## src/rtl/i2f32_issue_if.sv

```systemverilog
// rtl/i2f32_issue_if.sv - request, converter and result signal bundle for i2f32_issue
interface i2f32_issue_if #(
  parameter int FPWID = 32,
  parameter int TAGW  = 4
);
  logic             req_valid;
  logic             req_ready;
  logic             req_op;
  logic [2:0]       req_rm;
  logic [FPWID-1:0] req_i;
  logic [TAGW-1:0]  req_tag;
  logic             cvt_ce;
  logic             cvt_op;
  logic [2:0]       cvt_rm;
  logic [FPWID-1:0] cvt_i;
  logic [FPWID-1:0] cvt_o;
  logic             res_valid;
  logic             res_ready;
  logic [FPWID-1:0] res_o;
  logic [TAGW-1:0]  res_tag;
  logic             res_nx;

  modport slave (
    input  req_valid, req_op, req_rm, req_i, req_tag, cvt_o, res_ready,
    output req_ready, cvt_ce, cvt_op, cvt_rm, cvt_i, res_valid, res_o, res_tag, res_nx
  );

  modport master (
    output req_valid, req_op, req_rm, req_i, req_tag, cvt_o, res_ready,
    input  req_ready, cvt_ce, cvt_op, cvt_rm, cvt_i, res_valid, res_o, res_tag, res_nx
  );
endinterface

```

## src/rtl/i2f32_issue.sv

```systemverilog
// rtl/i2f32_issue.sv - request FIFO, credit-gated issue and result buffer for the i2f converter; I2F_ISSUE_NX_EN enables res_nx
module i2f32_issue #(
  parameter int FPWID = 32,
  parameter int DEPTH = 4,
  parameter int TAGW  = 4
) (
  input logic          clk,
  input logic          rst_n,
  i2f32_issue_if.slave bus
);
  localparam int AW = $clog2(DEPTH);
  localparam logic [AW:0] PTR_ONE = 1;

  logic [AW:0]      wr_ptr;
  logic [AW:0]      rd_ptr;
  logic             q_op  [DEPTH];
  logic [2:0]       q_rm  [DEPTH];
  logic [FPWID-1:0] q_i   [DEPTH];
  logic [TAGW-1:0]  q_tag [DEPTH];
  logic [AW-1:0]    head;
  logic             ready_en;
  logic             fifo_full;
  logic             fifo_empty;
  logic             push;
  logic             pop;
  logic             issue;
  logic             inflight;
  logic [2:0]       load;
  logic [2:0]       limit;
  logic [TAGW-1:0]  side_tag;
  logic [1:0]       ocount;
  logic             ob_wr;
  logic             ob_rd;
  logic [FPWID-1:0] ob_o   [2];
  logic [TAGW-1:0]  ob_tag [2];
  logic             ob_nx  [2];
  logic             has_res;
  logic             cap_nx;

  assign head       = rd_ptr[AW-1:0];
  assign fifo_empty = (wr_ptr == rd_ptr);
  assign fifo_full  = (wr_ptr[AW] != rd_ptr[AW]) && (wr_ptr[AW-1:0] == rd_ptr[AW-1:0]);

  // ready_en keeps req_ready low until the first edge after reset release
  assign bus.req_ready = ready_en & ~fifo_full;
  assign push          = bus.req_valid & ready_en & ~fifo_full;
  assign has_res       = (ocount != 2'd0);
  assign pop           = has_res & bus.res_ready;

  // Buffered plus in-flight results, less the one leaving now, must leave a free slot
  assign load  = {1'b0, ocount} + {2'b00, inflight};
  assign limit = 3'd2 + {2'b00, pop};
  assign issue = ~fifo_empty & (load < limit);

  // Converter operands follow the FIFO head; zero when nothing is queued
  always_comb begin
    bus.cvt_ce = issue;
    bus.cvt_op = 1'b0;
    bus.cvt_rm = 3'd0;
    bus.cvt_i  = '0;
    if (!fifo_empty) begin
      bus.cvt_op = q_op[head];
      bus.cvt_rm = q_rm[head];
      bus.cvt_i  = q_i[head];
    end
  end

  // Request-side control: ready gate, FIFO pointers, in-flight flag
  always_ff @(posedge clk or negedge rst_n) begin
    if (!rst_n) begin
      ready_en <= 1'b0;
      wr_ptr   <= '0;
      rd_ptr   <= '0;
      inflight <= 1'b0;
    end else begin
      ready_en <= 1'b1;
      if (push)  wr_ptr <= wr_ptr + PTR_ONE;
      if (issue) rd_ptr <= rd_ptr + PTR_ONE;
      inflight <= issue;
    end
  end

  // Queue storage and the side register that carries the issued tag to capture
  always_ff @(posedge clk) begin
    if (push) begin
      q_op[wr_ptr[AW-1:0]]  <= bus.req_op;
      q_rm[wr_ptr[AW-1:0]]  <= bus.req_rm;
      q_i[wr_ptr[AW-1:0]]   <= bus.req_i;
      q_tag[wr_ptr[AW-1:0]] <= bus.req_tag;
    end
    if (issue) side_tag <= q_tag[head];
  end

`ifdef I2F_ISSUE_NX_EN
  logic             side_op;
  logic [FPWID-1:0] side_i;
  logic [FPWID-1:0] mag;
  logic [7:0]       lead_idx;
  logic [7:0]       low_idx;

  // Operand copy used only to derive the inexact flag at capture
  always_ff @(posedge clk) begin
    if (issue) begin
      side_op <= q_op[head];
      side_i  <= q_i[head];
    end
  end

  // Inexact when the set bits of the magnitude span more than the 24-bit significand
  always_comb begin
    mag      = (side_op & side_i[FPWID-1]) ? -side_i : side_i;
    lead_idx = 8'd0;
    low_idx  = 8'd0;
    for (int k = 0; k < FPWID; k++)
      if (mag[k]) lead_idx = 8'(k);
    for (int k = FPWID - 1; k >= 0; k--)
      if (mag[k]) low_idx = 8'(k);
    cap_nx = (mag != '0) && ((lead_idx - low_idx) >= 8'd24);
  end
`else
  assign cap_nx = 1'b0;
`endif

  // Output buffer pointers and occupancy; capture and pop together leave ocount unchanged
  always_ff @(posedge clk or negedge rst_n) begin
    if (!rst_n) begin
      ocount <= 2'd0;
      ob_wr  <= 1'b0;
      ob_rd  <= 1'b0;
    end else begin
      if (inflight) ob_wr <= ~ob_wr;
      if (pop)      ob_rd <= ~ob_rd;
      case ({inflight, pop})
        2'b10:   ocount <= ocount + 2'd1;
        2'b01:   ocount <= ocount - 2'd1;
        default: ocount <= ocount;
      endcase
    end
  end

  // Capture the converter result with its tag one cycle after issue
  always_ff @(posedge clk) begin
    if (inflight) begin
      ob_o[ob_wr]   <= bus.cvt_o;
      ob_tag[ob_wr] <= side_tag;
      ob_nx[ob_wr]  <= cap_nx;
    end
  end

  assign bus.res_valid = has_res;
  assign bus.res_o     = has_res ? ob_o[ob_rd]   : '0;
  assign bus.res_tag   = has_res ? ob_tag[ob_rd] : '0;
  assign bus.res_nx    = has_res ? ob_nx[ob_rd]  : 1'b0;
endmodule

```

## src/flat_wrapper.sv

```systemverilog
// flat-port wrapper written by rule: the top's interface ports become plain ports
module i2f32_issue_flat 
#(
  parameter int FPWID = 32,
  parameter int DEPTH = 4,
  parameter int TAGW  = 4
)
  (clk, rst_n, bus_req_valid, bus_req_op, bus_req_rm, bus_req_i, bus_req_tag, bus_cvt_o, bus_res_ready, bus_req_ready, bus_cvt_ce, bus_cvt_op, bus_cvt_rm, bus_cvt_i, bus_res_valid, bus_res_o, bus_res_tag, bus_res_nx);
  i2f32_issue_if #(.FPWID(FPWID), .TAGW(TAGW)) bus_i ();
  input logic clk;
  input logic rst_n;
  input wire logic [$bits(bus_i.req_valid)-1:0] bus_req_valid;
  input wire logic [$bits(bus_i.req_op)-1:0] bus_req_op;
  input wire logic [$bits(bus_i.req_rm)-1:0] bus_req_rm;
  input wire logic [$bits(bus_i.req_i)-1:0] bus_req_i;
  input wire logic [$bits(bus_i.req_tag)-1:0] bus_req_tag;
  input wire logic [$bits(bus_i.cvt_o)-1:0] bus_cvt_o;
  input wire logic [$bits(bus_i.res_ready)-1:0] bus_res_ready;
  output wire logic [$bits(bus_i.req_ready)-1:0] bus_req_ready;
  output wire logic [$bits(bus_i.cvt_ce)-1:0] bus_cvt_ce;
  output wire logic [$bits(bus_i.cvt_op)-1:0] bus_cvt_op;
  output wire logic [$bits(bus_i.cvt_rm)-1:0] bus_cvt_rm;
  output wire logic [$bits(bus_i.cvt_i)-1:0] bus_cvt_i;
  output wire logic [$bits(bus_i.res_valid)-1:0] bus_res_valid;
  output wire logic [$bits(bus_i.res_o)-1:0] bus_res_o;
  output wire logic [$bits(bus_i.res_tag)-1:0] bus_res_tag;
  output wire logic [$bits(bus_i.res_nx)-1:0] bus_res_nx;
  assign bus_i.req_valid = bus_req_valid;
  assign bus_i.req_op = bus_req_op;
  assign bus_i.req_rm = bus_req_rm;
  assign bus_i.req_i = bus_req_i;
  assign bus_i.req_tag = bus_req_tag;
  assign bus_i.cvt_o = bus_cvt_o;
  assign bus_i.res_ready = bus_res_ready;
  assign bus_req_ready = bus_i.req_ready;
  assign bus_cvt_ce = bus_i.cvt_ce;
  assign bus_cvt_op = bus_i.cvt_op;
  assign bus_cvt_rm = bus_i.cvt_rm;
  assign bus_cvt_i = bus_i.cvt_i;
  assign bus_res_valid = bus_i.res_valid;
  assign bus_res_o = bus_i.res_o;
  assign bus_res_tag = bus_i.res_tag;
  assign bus_res_nx = bus_i.res_nx;
  i2f32_issue #(.FPWID(FPWID), .DEPTH(DEPTH), .TAGW(TAGW)) u_core (.clk(clk), .rst_n(rst_n), .bus(bus_i));
endmodule
```

## config.mk

```make
export PLATFORM = sky130hd
export DESIGN_NAME = i2f32_issue_flat
export DESIGN_NICKNAME = d
export VERILOG_FILES = /design/src/rtl/i2f32_issue_if.sv /design/src/rtl/i2f32_issue.sv /design/src/flat_wrapper.sv
export SDC_FILE = /design/constraint.sdc
export NUM_CORES = 1
export LEC_CHECK = 0
export ABC_AREA = 1
export ABC_CLOCK_PERIOD_IN_PS = 3400
export CORE_AREA = 2 2 201 203
export CTS_BUF_LIST = sky130_fd_sc_hd__clkbuf_4
export DETAILED_ROUTE_END_ITERATION = 6
export DIE_AREA = 0 0 203 205
export GPL_ROUTABILITY_DRIVEN = 1
export HOLD_SLACK_MARGIN = 0.1
export MAX_ROUTING_LAYER = met4
export PLACE_DENSITY_LB_ADDON = 0.08
export SLEW_MARGIN = 15
export SYNTH_ARGS = -nofsm -noshare
export SYNTH_HDL_FRONTEND = slang
export SYNTH_SLANG_ARGS = --single-unit
```

## constraint.sdc

```tcl
create_clock -name clk -period 3.4 [get_ports clk]
set_input_delay 0.51 -clock clk [delete_from_list [all_inputs] [get_ports clk]]
set_output_delay 0.51 -clock clk [all_outputs]
set_load 0.01 [all_outputs]
```

# [After elaboration in Yosys (flattened, before gate mapping)]
# Memories as Yosys holds them, arrays and structs flattened. A register that Yosys moved wholly into a read port is not among the register bits.
# Index checks and enable logic that the tools add are counted.
[word_totals] regBits=12 ramBits=232 wordCells=48 memories=6
[memory_table] memory="u_core.q_i" depth=4 width=32 read_ports=1 rd_ports_with_merged_regs=0 wr=1 line="i2f32_issue.sv:18" rtl="logic [FPWID-1:0] q_i [DEPTH];"
[memory_table] memory="u_core.ob_o" depth=2 width=32 read_ports=1 rd_ports_with_merged_regs=0 wr=1 line="i2f32_issue.sv:34" rtl="logic [FPWID-1:0] ob_o [2];"
[memory_table] memory="u_core.q_tag" depth=4 width=4 read_ports=1 rd_ports_with_merged_regs=1 wr=1 line="i2f32_issue.sv:19" rtl="logic [TAGW-1:0] q_tag [DEPTH];"
[memory_table] memory="u_core.q_rm" depth=4 width=3 read_ports=1 rd_ports_with_merged_regs=0 wr=1 line="i2f32_issue.sv:17" rtl="logic [2:0] q_rm [DEPTH];"
[memory_table] memory="u_core.ob_tag" depth=2 width=4 read_ports=1 rd_ports_with_merged_regs=0 wr=1 line="i2f32_issue.sv:35" rtl="logic [TAGW-1:0] ob_tag [2];"
[memory_table] memory="u_core.q_op" depth=4 width=1 read_ports=1 rd_ports_with_merged_regs=0 wr=1 line="i2f32_issue.sv:16" rtl="logic q_op [DEPTH];"
[classes] n_lt_le_gt_ge=1 n_reduce_logical=3 addsub=6 bitwise=9 n_mux=11 eq_ne=5
[op_table] op="32-bit 2-to-1 mux" count=2
[op_table] op="3-bit by 1-bit adder with 3-bit output, second input constant" count=2
[op_table] op="1-bit 2-to-1 mux" count=6
[op_table] op="1-bit AND" count=5
[op_table] op="4-bit 2-to-1 mux" count=1
[op_table] op="1-bit inverter" count=4
[op_table] op="2-bit case mux with 2 select lines" count=1
[op_table] op="2-bit nonzero test" count=2
[op_table] op="2-bit by 1-bit adder with 3-bit output" count=1
[op_table] op="2-bit by 1-bit adder with 3-bit output, first input constant" count=1
[op_table] op="3-bit == test" count=1
[op_table] op="3-bit less-than comparator" count=1
[op_table] op="3-bit 2-to-1 mux" count=1
[op_table] op="2-bit by 1-bit adder with 2-bit output, second input constant" count=1
[op_table] op="2-bit by 1-bit == test with 1-bit output, second input constant" count=1
[op_table] op="2-bit == test" count=1
[op_table] op="2-bit == test, second input constant" count=1
[op_table] op="2-bit by 1-bit subtractor with 2-bit output, second input constant" count=1
[op_table] op="1-bit logical AND" count=1
[op_table] op="1-bit inequality test" count=1

# [Longest topological paths before layout]
# Gate-level depths: netlist of the first run.
[depth] ltp_word=6 ltp_mapped=9 depth_no_buf=8

# [Worst setup path after synthesis of the first run]
# No wires, ideal clock.
[synth_timing] kind="register to register" from="reg u_core.rd_ptr[0]" to="mem u_core.q_i[0][0], enable pin" arrival_time_ns=2.555 setup_slack_ns=0.408 n_path_buf=1 synth_period_minus_slack_ns=2.992 setup_time_ns=0.437 path_stages_with_launch=8 path_cell_list="dfrtp_1 buf_6 inv_4 nand2_1 nand2_2 nand3_2 nand2_2 nor2_1"
[synth_via] elab_chain_len=6
[synth_rtl] element="start: declaration" line="i2f32_issue.sv:15" rtl="logic [AW:0] rd_ptr;"
[synth_rtl] element="start signal: assignment" line="i2f32_issue.sv:78" rtl="if (issue) rd_ptr <= rd_ptr + PTR_ONE;"
[synth_rtl] element="2-bit == test" line="i2f32_issue.sv:42" rtl="assign fifo_full = (wr_ptr[AW] != rd_ptr[AW]) && (wr_ptr[AW-1:0] == rd_ptr[AW-1:0]);"
[synth_rtl] element="1-bit logical AND" line="i2f32_issue.sv:42"
[synth_rtl] element="1-bit inverter" line="i2f32_issue.sv:46" rtl="assign push = bus.req_valid & ready_en & ~fifo_full;"
[synth_rtl] element="1-bit AND" line="i2f32_issue.sv:46"
[synth_rtl] element="1-bit 2-to-1 mux" line="i2f32_issue.sv:85" rtl="if (push) begin"
[synth_rtl] element="1-bit 2-to-1 mux (not written as such)" line="i2f32_issue.sv:88" rtl="q_i[wr_ptr[AW-1:0]] <= bus.req_i;"
[synth_rtl] element="end: declaration" line="i2f32_issue.sv:18"
# No other way between the ends.

# [Worst setup path in the final report of the first run]
[layout_timing] from="reg u_core.rd_ptr[0]" to="out bus_cvt_i[14]"
[layout_via] elab_chain_len=2
[layout_rtl] element="memory 4 x 32 bit / 3-bit == test (equally long branches)"
[layout_rtl] element="32-bit 2-to-1 mux *" line="i2f32_issue.sv:61" rtl="if (!fifo_empty) begin"
[layout_rtl] element="end: declaration" line="flat_wrapper.sv:23" rtl="output wire logic [$bits(bus_i.cvt_i)-1:0] bus_cvt_i;"
# Mark *: on every way between the ends. The rest lies on a longest branch, timed or not.

==> metrics.txt, run 1 <==
1st-iter DRT viols roughly 270; Synth top cells by count edfxtp_1 (236), nand2_1 (133), nor2_1 (86), o21ai_0 (81), inv_1 (55); Seq pwr share 34.9%; Worst IR Drop VDD between 0.3 and 0.4 mV; worst skew pair latency approximately 0.7 ns; Site Rows 73; Reg clk slew, reported paths 0.07 ns; drt pass-1 iters 4; average size of a mapped cell 12.9 um2; buffer count from post-CTS setup fixing 0; HPWL after detailed placement 14400 um; RSZ-0062 raised after global routing true; Core Area 39400 um2; IO Pins 152; Cell variety after synth 24; top cell type's share of synthesized area 72.9%; first-pass GRT wire length 39300 um; critical path fanouts, max 26; largest net degree at the start of global routing 57; count leader, synth edfxtp_1; CTS buffer count 73; Placed Instances between 1000 and 1500; CTS tree built; Die Width 203 um; CP Class flip-flop to output pin; Area after DPL between 10000 and 15000 um2; combinational power share 41.6%; Switching Power 4.36 mW; Pint 7.77 mW; vias per cell 4.21; post-route insts no fill approximately 1500; Setup-failing EPs final 0; Clock Skew approximately 0.034 ns; DR vias 6467; max-cap viol count 0; crit path DAT 2.68 ns; initial antenna violation count 2; initial core utilization 24.7%; DRC Markers 0; top_reg_cell synth edfxtp_1; Final nets 1042; status complete, no violations; clk buf depth 3; Seq cells post-synth approximately 250; # port buffers 150; Design Area, Final 12900 um2; post-synthesis net count 836; Layout area overhead 32.9%; layout cell share with drive strength beyond 1 approximately 15%; Power Density 940 nW/um2; wire per inst approximately 17 um; ys async rst share around 4.8%; worst path required time 2.89 ns; Synth area leaders edfxtp_1 (73%), nand2_1 (5.1%), o21ai_0 (4.2%); Tcrit/Tclk final 93.8%; measured slew at the worst slew-check pin 0.748 ns; die area 41600 um2; Fin. Hold Viols 0; area leader, netlist edfxtp_1; Slew Limit Fails 0; htree depth 3; placer congestion estimate 0.674; Post-Syn Area 9720 um2; Syn. warnings 0; routed wire length 26000 um; Final min period ~3.2 ns; Die Ht between 200 and 250 um; Antenna Violating Nets Remaining 0; Clk pwr share 23.5%; Hold WC Path Type primary input to asynchronous set/reset pin; Clock Sinks 248; global-route usage over all layers 13.1%; Fmax roughly 310 MHz; Worst slew margin 50.1%; leak pwr ~4.8 nW; share of the yosys chip area belonging to registers 76.0%; EDFF count, synth 236; Power, Total 12.1 mW; nature of the critical path startpoint flip-flop; Cells after Synth 752; Critical Path End Type output pin; grt total ovfl 0; vias in the first global route ~6600; switching share of power 35.9%; root cell of the clock tree clkbuf_4
==> flip-flops by register name, indices dropped and copies added (netlist names) <==
register / count
u_core.side_tag: 4
u_core.ob_o: 64
u_core.ob_wr: 1
u_core.q_i: 128
u_core.inflight: 1
u_core.q_op: 4
u_core.ready_en: 1
u_core.ocount: 2
u_core.q_rm: 12
u_core.q_tag: 16
u_core.rd_ptr: 3
u_core.ob_rd: 1
u_core.wr_ptr: 3
u_core.ob_tag: 8
==> kinds of logic (layout without fill, tap and decap cells) <==
logic type      Yosys count  after routing  share of synthesized area [%]
buf+inv                  99            357                           4.37
flops                   248            248                           76.0
other cells               2              4                         0.0773
compound gates          158            158                           8.65
fa+ha+maj                 8              8                           1.03
xor+xnor                  6              6                          0.541
simple gates            231            231                           9.30
==> power by group through the flow <==
stage / clock network, mW / registers, mW / logic [mW]
after floorplan: 0 / 4.27 / 2.55
after global placement: 0 / 4.29 / 5.15
after detailed placement: 0 / 4.29 / 5.10
after CTS: 3.02 / 4.23 / 5.13
after global routing: 3.17 / 4.28 / 5.64
final: 2.86 / 4.23 / 5.05
==> path summary, 6_finish.rpt <==
check                              startpoint             endpoint  slack (ns)  cells past startpoint
setup / recovery             u_core.rd_ptr[0]        bus_cvt_i[14]        0.21                      8
hold / removal                          rst_n         u_core.ob_rd        0.21                      1
setup reg to reg             u_core.rd_ptr[0]     u_core.q_i[2][6]        1.17                      7
hold reg to reg            u_core.side_tag[3]  u_core.ob_tag[0][3]        0.45                      0
max in group asynchronous               rst_n     u_core.rd_ptr[0]        2.72                      1
min in group clk                bus_cvt_o[29]   u_core.ob_o[1][29]        0.40                      1
==> stage by stage <==
step | setup WS, ns | hold slack, ns | setup TNS [ns] | utilization [%]
final | 0.210 | 0.210 | 0 | 32.8
after global routing | -0.0202 | 0.167 | -0.201 | 32.8
after CTS | 0.0372 | 0.113 | 0 | 32.7
after detailed placement | 0.697 | 0.442 | 0 | 30.3
after global placement | 0.713 | 0.432 | 0 | 30.3
after floorplan | 0.408 | 0.214 | 0 | -
==> worst max-delay path, cell delays in order (launching register included) <==
cell and delay [ns]:
dfrtp_2 0.46, inv_6 0.21, nand2_1 0.09, nand2_2 0.09
nand3_2 0.22, clkbuf_16 0.30, nand2_1 0.11, inv_1 0.04
clkdlybuf4s50_1 0.46
==> layer usage <==
metal / vias up / wire length [um] / GRT usage [%]
li1: 3106 / - / -
met1: 3119 / 11900 / 16.1
met2: 197 / 11900 / 19.6
met3: 45 / 1700 / 4.25
met4: 0 / 514 / 5.63
met5: - / 0 / -
==> cell usage in the layout (no fill, tap or decap), types with 2 or more instances in the layout <==
cell type,count
edfxtp_1,236
clkdlybuf4s50_1,150
nand2_1,133
clkbuf_4,107
nor2_1,81
o21ai_0,81
inv_1,54
o22ai_1,40
a21oi_1,37
clkinv_1,13
buf_4,13
dfrtp_1,11
ha_1,8
inv_2,5
nor2_4,5
xor2_1,5
buf_12,5
nand3_1,4
nand3_2,3
nand4_1,3
diode_2,2
nand2_2,2
clkinvlp_4,2
conb_1,2
bufinv_16,2
clkinv_2,2
==> final cells by class <==
class,count,area (um2)
fill,3999,26500
timing repair buffer,171,1750
inverter,59,230
clock buffer,107,803
tap,525,657
clock inverter,20,134
antenna,2,5.00
sequential,248,7390
multi-input combinational,405,1940
==> what timing repair did <==
action                                  4_1_cts  5_1_grt
endpoints found under the setup margin        1        9
cloned                                        0        1
hold buffers                                  0        0
pin swaps                                     0        0
resized for setup                             1        5
Note: power is estimated with default switching activity, not from simulation.
==> run 2, diff against run 1 <==
- PLACE_DENSITY: not set -> 0.46
- PLACE_DENSITY_LB_ADDON: 0.08 -> not set
- RECOVER_POWER: not set -> 100
==> metrics.txt, run 2 (synthesis gave the netlist of run 1 again) <==
routed wire length 24000 um (was 26000 um); Tcrit/Tclk final 93.2% (was 93.8%); CTS buffer count 70 (was 73); DR vias 6330 (was 6467); placer congestion estimate 0.690 (was 0.674); worst r2r src u_core.rd_ptr[1] (was u_core.rd_ptr[0]); Worst slew margin -54.9% (was 50.1%); HP Start u_core.side_tag[3]; Final min period 3.17 ns (was 3.19 ns); global-route usage over all layers 11.9% (was 13.1%); Clock Skew 0.0514 ns (was 0.0343 ns); die area 41600 um2 (unchanged); Fmax 315 MHz (was 314 MHz); worst path required time 2.89 ns (about the same); crit path cell chain inv_4 > buf_16 > o21ai_0 > o22ai_1 > nand2_1 > inv_1 > clkdlybuf4s50_1 (was inv_6 > nand2_1 > nand2_2 > nand3_2 > clkbuf_16 > nand2_1 > inv_1 > clkdlybuf4s50_1); leak pwr 4.75 nW (about the same); most frequent cells in the layout edfxtp_1 (236), nand2_1 (134), clkbuf_4 (108) (was edfxtp_1 (236), clkdlybuf4s50_1 (150), nand2_1 (133)); root cell of the clock tree clkbuf_4 (unchanged); largest net degree at the start of global routing 71 (was 57); failing checks max-capacitance violations, max-slew violations; Die Ht 205 um (unchanged); Slowest cell on crit path clkdlybuf4s50_1 (was dfrtp_2); Setup-failing EPs final 0 (unchanged); status finished with violations (was complete, no violations); Die Width 203 um (unchanged); CTS tree built (unchanged); CP Class flip-flop to output pin (unchanged); 1st-iter DRT viols 322 (was 265); htree depth 3 (unchanged); Worst Hold Depth 0; Worst Reg-to-Reg Cells 7 (unchanged); Power, Total 11.9 mW (was 12.1 mW); number of flip-flops in the largest register 128 (unchanged); layout cell share with drive strength beyond 1 13.7% (was 15.0%); Worst IR Drop VDD 0.428 mV (was 0.386 mV); Slew Limit Fails 74 (was 0); most common library cell in the layout ignoring fill and taps edfxtp_1 (unchanged); reg2reg setup slack 0.33 ns (was 1.17 ns); hold endpoint u_core.ob_tag[0][3]; DRC Markers 0 (unchanged); Site Rows 73 (unchanged); drt pass-1 iters 5 (was 4); Worst Path Buf+Inv 4 (unchanged); HPWL after detailed placement 13500 um (was 14400 um); critical path fanouts, max 35 (was 26); grt total ovfl 0 (unchanged); Power Density 924 nW/um2 (was 940 nW/um2); clk buf depth 3 (unchanged); first-pass GRT wire length 36200 um (was 39300 um); IO Pins 152 (unchanged); Layout area overhead 32.3% (was 32.9%); max-cap viol count 2 (was 0); measured slew at the worst slew-check pin 2.32 ns (was 0.748 ns); wire per inst 15.6 um (was 16.9 um); Final nets 1037 (was 1042); Critical Path End Type output pin (unchanged); critical path's largest stage delay 0.52 ns (was 0.46 ns); initial core utilization 24.7% (unchanged); setup TNS 0 ns (unchanged); vias per cell 4.11 (was 4.21); crit path DAT 2.66 ns (was 2.68 ns); # port buffers 150 (unchanged); Hold WC Path Type flip-flop to flip-flop (was primary input to asynchronous set/reset pin); worst skew pair latency 0.72 ns (was 0.70 ns); Clock Sinks 248 (unchanged); Core Area 39400 um2 (unchanged); RSZ-0062 raised after global routing false (was true); RR Endpoint u_core.q_i[2][24] (was u_core.q_i[2][6]); Stages on worst setup path 7 (was 8); Fin. Hold Viols 0 (unchanged); vias in the first global route 6231 (was 6638); Reg clk slew, reported paths 0.07 ns (about the same); CP delay by family, top buffers and inverters (unchanged); nature of the critical path startpoint flip-flop (unchanged); Antenna Violating Nets Remaining 0 (unchanged); initial antenna violation count 10 (was 2)
## run 2: cell count changes in the layout (fill, tap and decap cells not counted), moves of 2 or more
| cell | delta |
|---|---|
| buf_4 | -8 |
| nor2_1 | +4 |
| clkbuf_1 | +2 |
| diode_2 | +7 |
| nor2_4 | -4 |
| nand3_2 | -2 |
| nand3_1 | +2 |
| clkdlybuf4s50_1 | -89 |
| dlygate4sd3_1 | +89 |
| inv_4 | +2 |
| inv_2 | -2 |
## run 2: repair_timing
| action | in CTS | in global routing |
|---|---|---|
| setup buffers | 0 | 3 |
| gates cloned | 0 | 1 |
| hold buffers | 1 | 0 |
| resized for setup | 9 | 5 |
| endpoints found under the setup margin | 37 | 52 |
| pin swaps | 0 | 0 |
| endpoints found under the hold margin | 5 | 0 |
## run 2: where the power goes
group	internal, mW	switching [mW]
clock	1.56	1.24
combinational	2.03	2.77
sequential	4.08	0.191
total	7.67	4.20
## run 2: layout make-up
| class | count | area, um2 |
|---|---|---|
| clock buffer | 105 | 788 |
| timing repair buffer | 169 | 1730 |
| clock inverter | 21 | 141 |
| inverter | 59 | 230 |
| fill | 3986 | 26500 |
| sequential | 248 | 7390 |
| multi-input combinational | 405 | 1900 |
| antenna | 9 | 22.5 |
| tap | 525 | 657 |
## run 2: through the flow
| stage | instances | cell area (um2) | worst slack [ns] | hold WS (ns) | util [%] |
|---|---|---|---|---|---|
| finish | 1541 | 12900 | 0.230 | 0.443 | 32.7 |
| global route | 1540 | 12900 | 0.00826 | 0.367 | 32.6 |
| CTS | 1528 | 12900 | 0.00693 | 0.274 | 32.6 |
| detailed placement | 1401 | 11900 | 0.597 | 0.431 | 30.2 |
| global placement | 1401 | 11900 | 0.564 | 0.423 | 30.2 |
| floorplan | 752 | 9720 | 0.408 | 0.214 | - |
## run 2: how the worst max path moves through the flow
| stage | from | endpoint | slack, ns |
|---|---|---|---|
| 6_report | u_core.rd_ptr[0] | bus_cvt_i[7] | 0.23 |
| 5_1_grt | u_core.rd_ptr[0] | bus_cvt_i[26] | 0.008 |
| 4_1_cts | u_core.rd_ptr[0] | bus_cvt_i[10] | 0.007 |
| 3_5_place_dp | u_core.rd_ptr[0] | bus_cvt_i[5] | 0.60 |
| 3_3_place_gp | u_core.rd_ptr[0] | bus_cvt_i[5] | 0.56 |
| 2_1_floorplan | u_core.rd_ptr[0] | u_core.q_i[0][0] | 0.41 |
## run 2: per-layer routing
layer / GRT usage [%] / share of wire, % / wire length, um
met3: 4.55 / 7.8 / 1880
met1: 14.6 / 45 / 10900
met2: 17.7 / 45 / 10800
met4: 4.77 / 2.1 / 498
met5: - / 0 / 0
